==> src/rtl/cpu_bus_frontend_pkg.sv <==
// Shared definitions for the 6502 bus front end: mode and access-phase
// encodings, the vector offset and the default overlay page.
package cpu_bus_frontend_pkg;

  typedef enum logic [1:0] {
    MODE_NORMAL  = 2'd0,
    MODE_ARMED   = 2'd1,
    MODE_OVERLAY = 2'd2
  } mode_e;

  typedef enum logic [2:0] {
    ACC_IDLE,
    ACC_STROBE,
    ACC_CAPTURE,
    ACC_DRIVE,
    ACC_HOLD,
    ACC_WRITE
  } acc_e;

  localparam logic [7:0] VECTOR_OFFSET        = 8'hFA;
  localparam logic [7:0] OVERLAY_PAGE_DEFAULT = 8'hFF;

  // True for the NMI vector pair xxFA/xxFB.
  function automatic logic is_vector_offset(input logic [7:0] off);
    return off[7:1] == VECTOR_OFFSET[7:1];
  endfunction

endpackage

==> src/rtl/edge_detect.sv <==
// Single-cycle rise/fall pulses for an already-synchronized level.
module edge_detect (
  input  logic clk,
  input  logic rst_n,
  input  logic i_sig,
  output logic o_rise,
  output logic o_fall
);

  logic r_prev;

  // NOTE: clocked state always uses non-blocking assignments so every flop
  // samples the pre-edge value regardless of process evaluation order.
  always_ff @(posedge clk or negedge rst_n) begin
    if (!rst_n) r_prev <= 1'b0;
    else        r_prev <= i_sig;
  end

  assign o_rise = i_sig & ~r_prev;
  assign o_fall = ~i_sig & r_prev;

endmodule

==> src/rtl/cpu_bus_frontend.sv <==
// 6502 bus front end: synchronizes phi2, decodes accesses to the overlay
// page according to the debug mode, and strobes a clk-domain control window.
module cpu_bus_frontend
  import cpu_bus_frontend_pkg::*;
#(
  parameter logic [7:0]  OVERLAY_PAGE = OVERLAY_PAGE_DEFAULT,
  parameter int unsigned HOLD_CYCLES  = 2
) (
  input  logic        clk,
  input  logic        rst_n,
  input  logic        phi2,
  input  logic        cpu_rw,
  input  logic [15:0] cpu_addr,
  input  logic [7:0]  cpu_data_in,
  input  logic        cpu_sync,
  input  logic        nmi_n,
  input  logic [7:0]  ctrl_rdata,
  output logic [7:0]  A,
  output logic        csP,
  output logic        write,
  output logic [7:0]  ctrl_wdata,
  output logic [7:0]  data_out,
  output logic        data_oe,
  output logic        overlay
);

  localparam int unsigned HOLD_W = $clog2(HOLD_CYCLES + 2);
  localparam logic [HOLD_W-1:0] HOLD_LIM = HOLD_W'(HOLD_CYCLES);

  logic r_phi2_s1, r_phi2_s2;
  logic r_rw_s1, r_rw_s2;
  logic r_sync_s1, r_sync_s2;
  logic r_phi2_armed;
  logic [7:0] r_din;

  mode_e r_mode, w_mode_nxt;
  acc_e  r_acc, w_acc_nxt;
  logic [HOLD_W-1:0] r_hold_cnt, w_hold_nxt;

  logic w_rise_raw, w_rise, w_fall;
  logic w_page_hit, w_routed;
  logic w_csp_nxt, w_write_nxt, w_oe_nxt;
  logic w_latch, w_cap_rdata, w_cap_wdata;

  always_ff @(posedge clk or negedge rst_n) begin
    if (!rst_n) begin
      r_phi2_s1    <= 1'b0;
      r_phi2_s2    <= 1'b0;
      r_rw_s1      <= 1'b0;
      r_rw_s2      <= 1'b0;
      r_sync_s1    <= 1'b0;
      r_sync_s2    <= 1'b0;
      r_phi2_armed <= 1'b0;
    end else begin
      r_phi2_s1 <= phi2;
      r_phi2_s2 <= r_phi2_s1;
      r_rw_s1   <= cpu_rw;
      r_rw_s2   <= r_rw_s1;
      r_sync_s1 <= cpu_sync;
      r_sync_s2 <= r_sync_s1;
      // A phi2 already high when reset lifts must not look like a new access.
      if (!r_phi2_s2) r_phi2_armed <= 1'b1;
    end
  end

  edge_detect u_phi2_edge (
    .clk    (clk),
    .rst_n  (rst_n),
    .i_sig  (r_phi2_s2),
    .o_rise (w_rise_raw),
    .o_fall (w_fall)
  );

  assign w_rise     = w_rise_raw & r_phi2_armed;
  assign w_page_hit = (cpu_addr[15:8] == OVERLAY_PAGE);
  assign overlay    = (r_mode != MODE_NORMAL);

  always_ff @(posedge clk or negedge rst_n) begin
    if (!rst_n) r_mode <= MODE_NORMAL;
    else        r_mode <= w_mode_nxt;
  end

  // NOTE: every signal assigned here gets a default first; a path that
  // leaves one unassigned would infer a latch.
  always_comb begin
    w_mode_nxt = r_mode;
    w_routed   = 1'b0;
    unique case (r_mode)
      MODE_NORMAL: begin
        if (!nmi_n) w_mode_nxt = MODE_ARMED;
      end
      MODE_ARMED: begin
        w_routed = w_page_hit && r_rw_s2 && is_vector_offset(cpu_addr[7:0]);
        if (w_rise && w_page_hit && r_rw_s2 && (cpu_addr[7:0] == VECTOR_OFFSET))
          w_mode_nxt = MODE_OVERLAY;
      end
      MODE_OVERLAY: begin
        w_routed = w_page_hit;
        // Leaving the overlay: fetching code outside the page.
        if (w_rise && r_sync_s2 && !w_page_hit) w_mode_nxt = MODE_NORMAL;
      end
      default: w_mode_nxt = MODE_NORMAL;
    endcase
  end

  // Access sequencer; a phi2 rise always restarts it, cutting any hold short.
  always_comb begin
    w_acc_nxt   = r_acc;
    w_csp_nxt   = 1'b0;
    w_write_nxt = 1'b0;
    w_oe_nxt    = data_oe;
    w_hold_nxt  = r_hold_cnt;
    w_latch     = 1'b0;
    w_cap_rdata = 1'b0;
    w_cap_wdata = 1'b0;
    if (w_rise) begin
      w_latch  = w_routed;
      w_oe_nxt = 1'b0;
      if (!w_routed) begin
        w_acc_nxt = ACC_IDLE;
      end else if (r_rw_s2) begin
        w_acc_nxt = ACC_STROBE;
        w_csp_nxt = ~csP;
      end else begin
        w_acc_nxt = ACC_WRITE;
      end
    end else begin
      unique case (r_acc)
        ACC_IDLE:    w_acc_nxt = ACC_IDLE;
        ACC_STROBE:  w_acc_nxt = ACC_CAPTURE;
        ACC_CAPTURE: begin
          w_cap_rdata = 1'b1;
          w_oe_nxt    = 1'b1;
          w_acc_nxt   = ACC_DRIVE;
        end
        ACC_DRIVE: begin
          if (w_fall) begin
            if (HOLD_CYCLES == 0) begin
              w_oe_nxt  = 1'b0;
              w_acc_nxt = ACC_IDLE;
            end else begin
              w_hold_nxt = HOLD_W'(1);
              w_acc_nxt  = ACC_HOLD;
            end
          end
        end
        ACC_HOLD: begin
          if (r_hold_cnt >= HOLD_LIM) begin
            w_oe_nxt  = 1'b0;
            w_acc_nxt = ACC_IDLE;
          end else begin
            w_hold_nxt = r_hold_cnt + HOLD_W'(1);
          end
        end
        ACC_WRITE: begin
          if (w_fall) begin
            w_csp_nxt   = ~csP;
            w_write_nxt = 1'b1;
            w_cap_wdata = 1'b1;
            w_acc_nxt   = ACC_IDLE;
          end
        end
        default: w_acc_nxt = ACC_IDLE;
      endcase
    end
  end

  always_ff @(posedge clk or negedge rst_n) begin
    if (!rst_n) begin
      r_acc      <= ACC_IDLE;
      r_hold_cnt <= '0;
      r_din      <= 8'h00;
      A          <= 8'h00;
      csP        <= 1'b0;
      write      <= 1'b0;
      ctrl_wdata <= 8'h00;
      data_out   <= 8'h00;
      data_oe    <= 1'b0;
    end else begin
      r_acc      <= w_acc_nxt;
      r_hold_cnt <= w_hold_nxt;
      csP        <= w_csp_nxt;
      write      <= w_write_nxt;
      data_oe    <= w_oe_nxt;
      if (r_phi2_s2)   r_din      <= cpu_data_in;
      if (w_latch)     A          <= cpu_addr[7:0];
      if (w_cap_rdata) data_out   <= ctrl_rdata;
      if (w_cap_wdata) ctrl_wdata <= r_din;
    end
  end

endmodule
==> config.mk <==
export PLATFORM = sky130hd
export DESIGN_NAME = cpu_bus_frontend
export DESIGN_NICKNAME = d
export VERILOG_FILES = /design/src/rtl/cpu_bus_frontend_pkg.sv /design/src/rtl/edge_detect.sv /design/src/rtl/cpu_bus_frontend.sv
export SDC_FILE = /design/constraint.sdc
export NUM_CORES = 1
export LEC_CHECK = 0
export CAP_MARGIN = 20
export CORE_ASPECT_RATIO = 0.5
export CORE_MARGIN = 3
export CORE_UTILIZATION = 49
export CTS_CLUSTER_SIZE = 10
export DETAILED_ROUTE_END_ITERATION = 6
export PLACE_DENSITY = 0.86
export SLEW_MARGIN = 20
export SYNTH_ARGS = -nofsm -noshare
export SYNTH_HDL_FRONTEND = slang
export SYNTH_SLANG_ARGS = --single-unit
export TNS_END_PERCENT = 100
==> constraint.sdc <==
create_clock -name clk -period 3.7 [get_ports clk]
set_clock_uncertainty 0.2 [all_clocks]
set_input_delay 0.74 -clock clk [delete_from_list [all_inputs] [get_ports clk]]
set_output_delay 0.74 -clock clk [all_outputs]
set_load 0.05 [all_outputs]
# --- After elaboration in Yosys (flattened, before gate mapping) ---
# Index checks and enable logic that the tools add are counted.
classes:
  n_addsub: 1
  n_mul: 0
  div_mod_pow: 0
  magnitude_cmp: 1
  eq_ne: 18
  n_shift: 0
  n_mux: 29
  bitwise: 7
  reduce_logical: 16
ops:
  columns: ["cell", "n"]
  rows:
  - ["two-way mux 3 bit", 6]
  - ["equality test 8 bit, second input constant", 2]
  - ["one-hot mux 3 bit (5 select lines)", 1]
  - ["two-way mux 1 bit", 13]
  - ["two-way mux 2 bit", 5]
  - ["inequality test 2 bit, second input constant", 4]
  - ["equality test 7 bit, second input constant", 1]
  - ["logical AND 1 bit", 7]
  - ["equality test 3 x 2 -> 1 bit, second input constant", 2]
  - ["equality test 3 bit, second input constant", 2]
  - ["inequality test 3 x 2 -> 1 bit, second input constant", 2]
  - ["one-hot mux 2 bit (3 select lines)", 1]
  - ["AND reduction 3 bit", 2]
  - ["NOT 1 bit", 4]
  - ["one-hot mux 1 bit (2 select lines)", 2]
  - ["one-hot mux 2 bit (2 select lines)", 1]
  - ["AND reduction 4 bit", 1]
  - ["nonzero test 2 bit", 2]
  - ["bitwise AND 1 bit", 3]
  - ["equality test 3 x 1 -> 1 bit, second input constant", 1]
  - ["inequality test 3 bit, second input constant", 1]
  - ["nonzero test 3 bit", 1]
  - ["adder 2 x 1 -> 2 bit, second input constant", 1]
  - ["equality test 2 x 1 -> 1 bit, second input constant", 1]
  - ["other kinds (6)", 6]
word_totals:
  regBits: 50
  latchBits: 0
  mem_bits_rw: 0
  mem_bits_ro: 0
  inputBits: 38
  out_inout_bits: 28
  memories: 0

# --- Longest topological paths before layout ---
# Gate-level depths: netlist of run 1.
logic_depth:
  ltp_word: 8
  depth_mapped: 7
  depth_no_buf: 6

# --- Cells and area by module ---
# A second synthesis of run 1 with hierarchy kept.
unflattened:
  cells_unflattened: 152
  hier_area_um2: 2065.7
modules_own_cells:
  columns: ["module", "n_inst", "cells_per_inst", "area_per_inst_um2"]
  rows:
  - ["cpu_bus_frontend", 1, 149, 2025.7]
  - ["edge_detect", 1, 3, 40.0]

# --- Worst setup path after synthesis of run 1 ---
# No wires, ideal clock.
synth_timing:
  path_type: "input -> register"
  startpoint: "input port cpu_addr[14]"
  endpoint: "register A[0]"
  setup_ps: 125
  t_arrival_ps: 1714
  required_ps: 3375
  setup_slack_ps: 1661
  path_stages: 5
  n_path_buf: 1
  path_cell_list: "nand4_1 -> nor2_1 -> o2111ai_1 -> buf_2 -> mux2_2"
synth_via:
  elab_chain_cells: 5
synth_rtl:
  columns: ["element", "line_no", "text"]
  rows:
  - ["from (decl)", "cpu_bus_frontend.sv:13", "input logic [15:0] cpu_addr,"]
  - ["equality test 8 bit *", "cpu_bus_frontend.sv:75", "assign w_page_hit = (cpu_addr[15:8] == OVERLAY_PAGE);"]
  - ["logical AND 1 bit (2 in series)", "cpu_bus_frontend.sv:93", "w_routed = w_page_hit && r_rw_s2 && is_vector_offset(cpu_addr[7:0]);"]
  - ["one-hot mux 1 bit (2 select lines) *", "cpu_bus_frontend.sv:88", "unique case (r_mode)"]
  - ["two-way mux 1 bit *", "cpu_bus_frontend.sv:116", "if (w_rise) begin"]
  - ["to (signal assigned)", "cpu_bus_frontend.sv:186", "if (w_latch) A <= cpu_addr[7:0];"]
  - ["to (decl)", "cpu_bus_frontend.sv:18", "output logic [7:0] A,"]
# Mark *: on every way between the ends. The rest lies on a longest branch, timed or not.
# A chain may end at the register's enable or synchronous reset.

# --- Worst setup path in the final report of run 1 ---
layout_timing:
  startpoint: "register r_mode[0]"
  endpoint: "output port overlay"
layout_via:
  elab_chain_cells: 1
layout_rtl:
  columns: ["element", "line_no", "text"]
  rows:
  - ["from (decl)", "cpu_bus_frontend.sv:36", "mode_e r_mode, w_mode_nxt;"]
  - ["from (signal assigned)", "cpu_bus_frontend.sv:80", "else r_mode <= w_mode_nxt;"]
  - ["nonzero test 2 bit", "cpu_bus_frontend.sv:76", "assign overlay = (r_mode != MODE_NORMAL);"]
  - ["to (decl)", "cpu_bus_frontend.sv:24", "output logic overlay"]
# No other way between the ends.

==> results of run 1 <==
-- synthesized netlist by cell type --
| master | n |
|---|---|
| o32ai_1 | 2 |
| mux2_4 | 8 |
| buf_2 | 2 |
| nand4_1 | 4 |
| a311o_1 | 1 |
| o311ai_0 | 1 |
| nor3_1 | 2 |
| a31oi_1 | 1 |
| a2111oi_0 | 1 |
| mux2_2 | 24 |
| nand3_1 | 2 |
| and3b_1 | 1 |
| nor2_2 | 1 |
| mux2i_1 | 2 |
| nand2_1 | 2 |
| nand2b_1 | 4 |
| nor4_1 | 2 |
| a21oi_1 | 3 |
| o221ai_1 | 1 |
| a2bb2oi_1 | 1 |
| o2111ai_1 | 1 |
| dfrtp_1 | 50 |
| nor2b_1 | 1 |
| o211ai_1 | 1 |
| ha_1 | 5 |
| nand4b_1 | 1 |
| a22o_1 | 1 |
| inv_1 | 10 |
| and2_1 | 1 |
| buf_6 | 2 |
| or3_1 | 1 |
| o22a_1 | 1 |
| nand3b_1 | 2 |
| nor2_1 | 5 |
| o21ai_0 | 3 |
-- sequential cells by signal, summed over array words and instances, names as in the netlist, 2 cells and up --
register,flops
r_mode,2
ctrl_wdata,8
r_din,8
r_acc,3
r_hold_cnt,2
data_out,8
A,8
-- cell families after synthesis --
logic type	synth area share, %
compound gates	6.337
fa+ha+maj	2.989
buf+inv	3.347
flops	59.77
mux	19.61
simple gates	7.950
-- worst max-delay path by stage --
stage / endpoint / slack [ns] / cells past startpoint
2_1_floorplan: A[0]$_DFFE_PN0P_ / 1.66 / 5
3_3_place_gp: A[4]$_DFFE_PN0P_ / 0.79 / 5
3_5_place_dp: A[5]$_DFFE_PN0P_ / 0.68 / 5
4_1_cts: overlay / 0.88 / 4
5_1_grt: overlay / 0.80 / 4
6_report: overlay / 0.90 / 4
-- critical path, cell delays in order, from the launching register on --
cell and delay (ns):
dfrtp_1 0.38, inv_1 0.10, ha_1 0.23, inv_1 0.06
clkdlybuf4s50_1 0.80
-- power groups by stage --
| stage | registers [W] | logic (W) | clock network [W] |
|---|---|---|---|
| 2_1_floorplan | 0.000946 | 0.000283 | 0 |
| 3_3_place_gp | 0.000724 | 0.000723 | 0 |
| 3_5_place_dp | 0.000730 | 0.000740 | 0 |
| 4_1_cts | 0.000721 | 0.000746 | 0.000394 |
| 5_1_grt | 0.000736 | 0.000783 | 0.000418 |
| 6_report | 0.000721 | 0.000740 | 0.000387 |
-- through the flow --
step                power [W]  hold slack, ns
floorplan            0.001229          0.1312
global placement     0.001447          0.1326
detailed placement   0.001471          0.1347
CTS                  0.001861          0.1544
global route         0.001937          0.1678
finish               0.001848          0.1526
-- layout make-up --
class                      count  area, sq um
sequential                    50         1251
fill                         287         1115
timing repair buffer          65        648.1
tap                           54        67.56
clock inverter                 1        30.03
clock buffer                   6        82.58
inverter                      10        37.54
multi-input combinational     86        772.0
-- routing by layer --
layer	up-vias	share of wire, %
li1	675	-
met1	716	40
met3	5	4.5
met4	0	0.97
met5	-	0
met2	38	55
==> key figures, run 1 <==
Status
  – Status: complete, no violations

Setup path
  – Setup CP Type: flop to output pin
  – Critical path startpoint category: flop
  – CP startpoint: r_mode[0]$_DFFE_PN0P_
  – Reg2reg path depth: 3
  – Crit Reg-Reg Endpoint: A[5]$_DFFE_PN0P_
  – Worst EP required: 2.76 ns
  – R2R Setup Slk: 1.27 ns
  – CP max FO: 4
  – Worst Path Arrival: 1.86 ns
  – Reg-to-reg critical path startpoint: r_phi2_s2$_DFF_PN0_
  – Critical path endpoint category: output pin

Global routing
  – First-pass GRT wire length: 7038 um
  – Met1 Usage GRT: 20.95%
  – GRT met3 Usage: 3.984%
  – GRT Max-Usage Layer: met2
  – Met2 usage: 32.21%
  – Congestion Overflow GR: 0
  – Vias in the first global route: 1521
  – Gr usage total: 17.52%
  – Largest net degree at the start of global routing: 51
  – Antenna violations before repair: 0

Min path
  – Hold depth: 0
  – WHS Endpoint: r_sync_s2$_DFF_PN0_
  – Min-delay src: r_sync_s1$_DFF_PN0_
  – Hold WC Path Type: flop to flop

CTS
  – Clk pin slew, worst setup/hold paths: 0.08 ns
  – TritonCTS clock tree: built
  – Clock sink count: 50
  – Clock Tree Buf Depth: 2
  – # Post-CTS Setup Buffers: 0
  – H-tree levels: 2
  – Post-cts sizing count: 0
  – Worst skew pair latency: 0.30 ns
  – Number of buffers created by CTS: 5
  – # hold bufs at CTS: 0
  – Clock root cell: clkbuf_8

Timing
  – Fin crit period: 2.802 ns
  – Fmax: 356.9 MHz
  – Hold Violations, Final: 0
  – Worst setup margin: 0.8985 ns
  – Max-slew headroom: 33.04%
  – RSZ-0062 raised after global routing: no
  – Final setup TNS: 0 ns
  – Worst-margin pin slew: 1.003 ns
  – Final Cycle Share: 75.72%
  – Final Max Tran Viols: 0
  – # setup viols final: 0

Final layout
  – Fin area: 0.002889 sq mm
  – Diodes inserted: 0
  – Most frequent cells in the layout: clkdlybuf4s50_1 (64), dfrtp_1 (50), mux2_2 (24)
  – Final Non-Filler Cells: 272
  – Layout area overhead: 38.02%
  – Share of layout cells above drive strength 1: 18.81%
  – Most common cell after layout, fill and taps aside: clkdlybuf4s50_1
  – Final net count: 261
  – Fin util: 72.16%

Placement
  – Placed Cells: 265
  – Gpl congestion: 0.8157
  – Dpl ws: 0.6816 ns
  – Placed inst area: 0.002774 sq mm
  – HPWL Detailed: 3169 um
  – Port Buffer Count: 65

Synth
  – Synth warn: 0
  – Mapped Cells: 150
  – Post-synthesis sequential area ratio: 59.77%
  – Post-synth cell types: 35
  – Avg Inst Size Synth: 13.96 sq um
  – Share of the synthesized area in the top cell type: 59.77%
  – Top post-synthesis cells by area: dfrtp_1 (60%), mux2_2 (13%), mux2_4 (5.7%)
  – Flops & latches, synth: 50
  – Post-Syn Nets: 193
  – Yosys top cell by area: dfrtp_1
  – Syn Std Cell Area: 0.002093 sq mm

Power
  – Clock power share: 20.9%
  – Max IR drop VDD: 0.3644 mV
  – LEAKAGE: 1.302 nW
  – Pwr dens: 639.7 mW/mm^2
  – Switching part of the total: 36.05%
  – Combinational fraction of design power: 40.1%
  – Seq pwr share: 39.0%
  – Net load switching power: 0.0006662 W
  – Int Power: 0.001182 W

Floorplan
  – Area of the core: 0.004004 sq mm
  – Chip width: 98.44 um
  – DIE HEIGHT: 52.22 um
  – Initial Util: 52.28%
  – Row count: 16
  – Die footprint: 0.005140 sq mm
  – I/O pins: 66

Detailed routing
  – First-pass DRT Iterations: 4
  – Via density per instance: 5.272
  – Average wire per standard cell: 15.91 um
  – Final ANT Viol Nets: 0
  – Final wirelength: 4328 um
  – Iteration-0 DRC Markers: 51
  – Via Count: 1434
  – DRC viols: 0

Flow run
  – Max Cap Viol: 0
Power figures use the tool's default switching activity.
==> run 2: changes to the inputs <==
- CORE_UTILIZATION: 49 -> 46
- PLACE_DENSITY: 0.86 -> 0.81
- clock period: 3.7 -> 2.83 ns (I/O delays scaled with it)
==> run 2 against run 1 <==
Net effect: sequential share of layout area down 0.15 points; final cell count up 1.8%; routed wire length unchanged; power up 26%; global-route usage down 0.11 points; die area up 5.9%; sequential power up 31%; count of clock-buffer cells in the layout unchanged; worst setup slack worse by 0.69 ns; first-iteration DRC count down 55%.
==> key figures, run 2 (synthesis results as in run 1) <==
Status
  – Status: complete, no violations

Setup path
  – Critical Path Most Common Cell: inv_1
  – Slowest CP cell: clkdlybuf4s50_1
  – Worst EP required: 2.06 ns
  – CP max FO: 4
  – Crit path cell chain: inv_1 -> ha_1 -> inv_1 -> clkdlybuf4s50_1
  – Critical path endpoint category: output pin
  – Critical path startpoint category: flop
  – Worst Path Arrival: 1.86 ns
  – Slowest stage delay, CP: 0.79 ns
  – Setup CP Type: flop to output pin
  – R2R Setup Slk: 0.78 ns

Placement
  – Gpl congestion: 0.8603
  – Dpl ws: 0.3965 ns
  – Placed inst area: 0.002804 sq mm
  – Port Buffer Count: 65
  – HPWL Detailed: 3281 um

Global routing
  – Congestion Overflow GR: 0
  – Vias in the first global route: 1562
  – First-pass GRT wire length: 7196 um
  – Largest net degree at the start of global routing: 30
  – Gr usage total: 17.41%
  – Antenna violations before repair: 0

Power
  – Combinational fraction of design power: 41.6%
  – LEAKAGE: 1.309 nW
  – Max IR drop VDD: 0.4741 mV
  – Clock power share: 18.1%
  – Net load switching power: 0.0008728 W
  – Switching part of the total: 37.39%
  – Seq pwr share: 40.3%
  – Pwr dens: 805.2 mW/mm^2
  – Int Power: 0.001461 W

Final layout
  – Fin util: 70.30%
  – Final net count: 265
  – Fin area: 0.002899 sq mm
  – Share of layout cells above drive strength 1: 20.63%
  – Diodes inserted: 0
  – Most frequent cells in the layout: clkdlybuf4s50_1 (64), dfrtp_1 (50), mux2_2 (24)
  – Layout area overhead: 38.49%
  – Most common cell after layout, fill and taps aside: clkdlybuf4s50_1

Timing
  – RSZ-0062 raised after global routing: no
  – Final Max Tran Viols: 0
  – Worst-margin pin slew: 0.6486 ns
  – Final setup TNS: 0 ns
  – Max-slew headroom: 56.76%
  – Final Cycle Share: 92.68%
  – # setup viols final: 0
  – Worst setup margin: 0.2072 ns
  – Fin crit period: 2.623 ns
  – Fmax: 381.3 MHz
  – Hold Violations, Final: 0

Detailed routing
  – DR top layer: met4
  – First-pass DRT Iterations: 4
  – Final ANT Viol Nets: 0
  – Average wire per standard cell: 15.62 um
  – Iteration-0 DRC Markers: 23
  – DRC viols: 0
  – Via Count: 1461
  – Metal3 WL: 237 um
  – Via density per instance: 5.274
  – Final wirelength: 4328 um
  – Wire length on met1: 1701 um
  – WL met2: 2336 um

CTS
  – H-tree levels: 2
  – # Post-CTS Setup Buffers: 0
  – Clk pin slew, worst setup/hold paths: 0.09 ns
  – Clock sink count: 50
  – Number of buffers created by CTS: 5
  – Worst skew pair latency: 0.30 ns
  – Clock root cell: clkbuf_8
  – Clock Tree Buf Depth: 2
  – # hold bufs at CTS: 0
  – TritonCTS clock tree: built
  – Post-cts sizing count: 0

Floorplan
  – Initial Util: 50.76%
  – Area of the core: 0.004124 sq mm
  – Row count: 16
  – Die footprint: 0.005445 sq mm
  – I/O pins: 66
  – Chip width: 101.4 um
  – DIE HEIGHT: 53.70 um

Min path
  – Hold WC Path Type: input port to asynchronous set/reset pin

Flow run
  – Max Cap Viol: 0
## run 2: cell count changes in the layout (fill, tap and decap cells not counted)
| cell | before | now |
|---|---|---|
| buf_4 | 1 | 4 |
| bufinv_16 | 1 | 0 |
| clkinv_2 | 0 | 1 |
| buf_2 | 0 | 1 |
| clkinvlp_4 | 0 | 1 |
## run 2: final timing paths
kind / cells after the start / to / start
worst max-delay path: 4 / overlay / r_mode[0]$_DFFE_PN0P_
worst min-delay path: 1 / A[5]$_DFFE_PN0P_ / rst_n
worst max register to register: 3 / data_out[6]$_DFFE_PN0P_ / r_phi2_s2$_DFF_PN0_
worst min register to register: 0 / r_rw_s2$_DFF_PN0_ / r_rw_s1$_DFF_PN0_
max in group asynchronous: 2 / ctrl_wdata[3]$_DFFE_PN0P_ / rst_n
min in group clk: 0 / r_rw_s2$_DFF_PN0_ / r_rw_s1$_DFF_PN0_
## run 2: power groups by stage
| stage | Clock (W) | Sequential, W | Combinational (W) |
|---|---|---|---|
| 4_1_cts | 0.000437 | 0.000942 | 0.000980 |
| 5_1_grt | 0.000466 | 0.000964 | 0.00103 |
| 2_1_floorplan | 0 | 0.00124 | 0.000370 |
| 6_report | 0.000423 | 0.000941 | 0.000970 |
| 3_5_place_dp | 0 | 0.000956 | 0.000973 |
| 3_3_place_gp | 0 | 0.000946 | 0.000953 |
## run 2: area by class of cell
| class | count | area [sq um] |
|---|---|---|
| sequential | 50 | 1251 |
| clock buffer | 6 | 82.58 |
| timing repair buffer | 69 | 675.6 |
| multi-input combinational | 86 | 772.0 |
| clock inverter | 2 | 12.51 |
| tap | 54 | 67.56 |
| fill | 301 | 1225 |
| inverter | 10 | 37.54 |
## run 2: worst max-delay path: cells and delay by family, from the launching register on
kind	cells	cell delay, ns
flops	1	0.38
buf+inv	3	0.94
fa+ha+maj	1	0.24
## run 2: metrics by stage
stage / hold slack [ns] / instances / power [W]
after floorplan: 0.07041 / 150 / 0.001607
after global placement: 0.1326 / 269 / 0.001899
after detailed placement: 0.1373 / 269 / 0.001929
after CTS: 0.08767 / 277 / 0.002359
after global routing: 0.1154 / 277 / 0.002465
final: 0.07812 / 277 / 0.002334
## run 2: routing by layer
metal  up-vias  global-route usage [%]
met4         0                   5.960
met1       727                   20.08
met3         6                   4.398
met2        41                   32.36
met5         -                       0
li1        687                       -
==> run 3: changes to the inputs <==
- CORE_ASPECT_RATIO: 0.5 -> 0.6
- GPL_TIMING_DRIVEN: default -> 1
==> run 3 against run 2 <==
Net effect: clock power grew 18%; sequential power grew 2%; count of clock-buffer cells in the layout shrank 1; critical endpoint unchanged; worst setup slack lost 0.073 ns; sequential share of layout area shrank 0.074 points.
==> key figures, run 3 (synthesis results as in run 1) <==
Status
  – Status: complete, no violations

Final layout
  – Final net count: 262
  – Share of layout cells above drive strength 1: 19.55%
  – Final Non-Filler Cells: 280
  – Layout area overhead: 38.73%
  – Most frequent cells in the layout: clkdlybuf4s50_1 (64), dfrtp_1 (50), mux2_2 (24)
  – Most common cell after layout, fill and taps aside: clkdlybuf4s50_1
  – Sequential Area: 0.001251 sq mm
  – Fin util: 68.59%
  – Diodes inserted: 0
  – Filler Cell Count: 308
  – Footprint of the multi-input gates: 772.0 sq um

Timing
  – Fmax: 370.9 MHz
  – # setup viols final: 0
  – WHS: 0.06815 ns
  – RSZ-0062 raised after global routing: no
  – Worst-margin pin slew: 0.6055 ns
  – Final Max Tran Viols: 0
  – Final Cycle Share: 95.26%
  – Final setup TNS: 0 ns
  – Max-slew headroom: 59.64%
  – Worst setup margin: 0.1341 ns
  – Hold Violations, Final: 0
  – Fin crit period: 2.696 ns

Placement
  – Dpl ws: 0.3864 ns
  – HPWL Detailed: 3517 um
  – Placed Cells: 272
  – Gpl congestion: 0.7928
  – Port Buffer Count: 65

Setup path
  – Worst EP required: 2.06 ns
  – Slowest stage delay, CP: 0.79 ns
  – Reg-to-reg critical path startpoint: r_phi2_s2$_DFF_PN0_
  – Critical path startpoint category: flop
  – Reg2reg path depth: 3
  – Slowest CP cell: clkdlybuf4s50_1
  – Setup CP Type: flop to output pin
  – R2R Setup Slk: 0.56 ns
  – Worst Path Arrival: 1.93 ns
  – CP max FO: 4
  – Crit path cell chain: inv_1 -> ha_1 -> inv_1 -> clkdlybuf4s50_1
  – Critical Path Most Common Cell: inv_1
  – Critical path endpoint category: output pin
  – Crit Reg-Reg Endpoint: data_out[1]$_DFFE_PN0P_

CTS
  – H-tree levels: 2
  – Post-cts sizing count: 0
  – Clk pin slew, worst setup/hold paths: 0.09 ns
  – # hold bufs at CTS: 0
  – # Post-CTS Setup Buffers: 0
  – Clock sink count: 50
  – Number of buffers created by CTS: 5
  – TritonCTS clock tree: built
  – Worst skew pair latency: 0.30 ns
  – Clock root cell: clkbuf_8
  – Clock Tree Buf Depth: 2

Detailed routing
  – Iteration-0 DRC Markers: 79
  – Average wire per standard cell: 16.12 um
  – DRC viols: 0
  – Via density per instance: 5.050
  – First-pass DRT Iterations: 4
  – Final wirelength: 4514 um
  – Via Count: 1414
  – Final ANT Viol Nets: 0

Floorplan
  – Initial Util: 49.44%
  – Die footprint: 0.005422 sq mm
  – Area of the core: 0.004234 sq mm
  – Chip width: 93.09 um
  – DIE HEIGHT: 58.25 um
  – Row count: 18
  – I/O pins: 66

Global routing
  – Antenna violations before repair: 0
  – Largest net degree at the start of global routing: 51
  – Gr usage total: 17.75%
  – Congestion Overflow GR: 0
  – First-pass GRT wire length: 7403 um
  – Vias in the first global route: 1607

Min path
  – Hold WC Path Type: input port to asynchronous set/reset pin

Power
  – Pwr dens: 835.0 mW/mm^2
  – LEAKAGE: 1.307 nW
  – Max IR drop VDD: 0.7447 mV

Flow run
  – Max Cap Viol: 0
-- run 3: cell types whose count changed in the layout (fill, tap and decap cells not counted), sizes merged --
cell      previous run  this run
buf                  5         2
bufinv               0         1
clkbuf               6         5
clkinvlp             1         0
inv                 10        11
-- run 3: final cells by class --
type	count	share of cell area, %
Inverter	10	1.293
Tap cell	60	2.585
Timing Repair Buffer	66	22.58
Sequential cell	50	43.08
Multi-Input combinational cell	86	26.58
Clock buffer	5	2.370
Clock inverter	3	1.508
-- run 3: through the flow --
stage          total power, W  area (sq um)
2_1_floorplan        0.001607          2093
3_3_place_gp         0.001893          2789
3_5_place_dp         0.001934          2789
4_1_cts              0.002444          2902
5_1_grt              0.002538          2904
6_report             0.002425          2904
-- run 3: critical path, delay by kind of cell, from the launching register on --
family	cells	cell delay [ns]
fa+ha+maj	1	0.26
flops	1	0.40
buf+inv	3	0.96
-- run 3: how the worst max path moves through the flow --
stage / startpoint / to / slack, ns
6_report: r_mode[0]$_DFFE_PN0P_ / overlay / 0.13
5_1_grt: r_mode[0]$_DFFE_PN0P_ / overlay / 0.08
4_1_cts: r_mode[0]$_DFFE_PN0P_ / overlay / 0.15
3_5_place_dp: cpu_addr[14] / A[5]$_DFFE_PN0P_ / 0.39
3_3_place_gp: cpu_addr[14] / A[6]$_DFFE_PN0P_ / 0.47
2_1_floorplan: cpu_addr[14] / A[0]$_DFFE_PN0P_ / 0.97
-- run 3: where the power goes --
group	switching, W	internal, W	total (W)
Combinational	0.000556	0.000413	0.000969
Sequential	0.000105	0.000851	0.000956
Clock	0.000235	0.000265	0.000500
Total	0.000897	0.00153	0.00242
-- run 3: layer usage --
layer | up-vias | part of all wire, % | global-route usage, %
met5 | - | 0 | 0
met4 | 0 | 1.1 | 6.681
met3 | 7 | 4.8 | 4.799
met2 | 44 | 51 | 30.30
met1 | 683 | 43 | 21.95
li1 | 680 | - | -
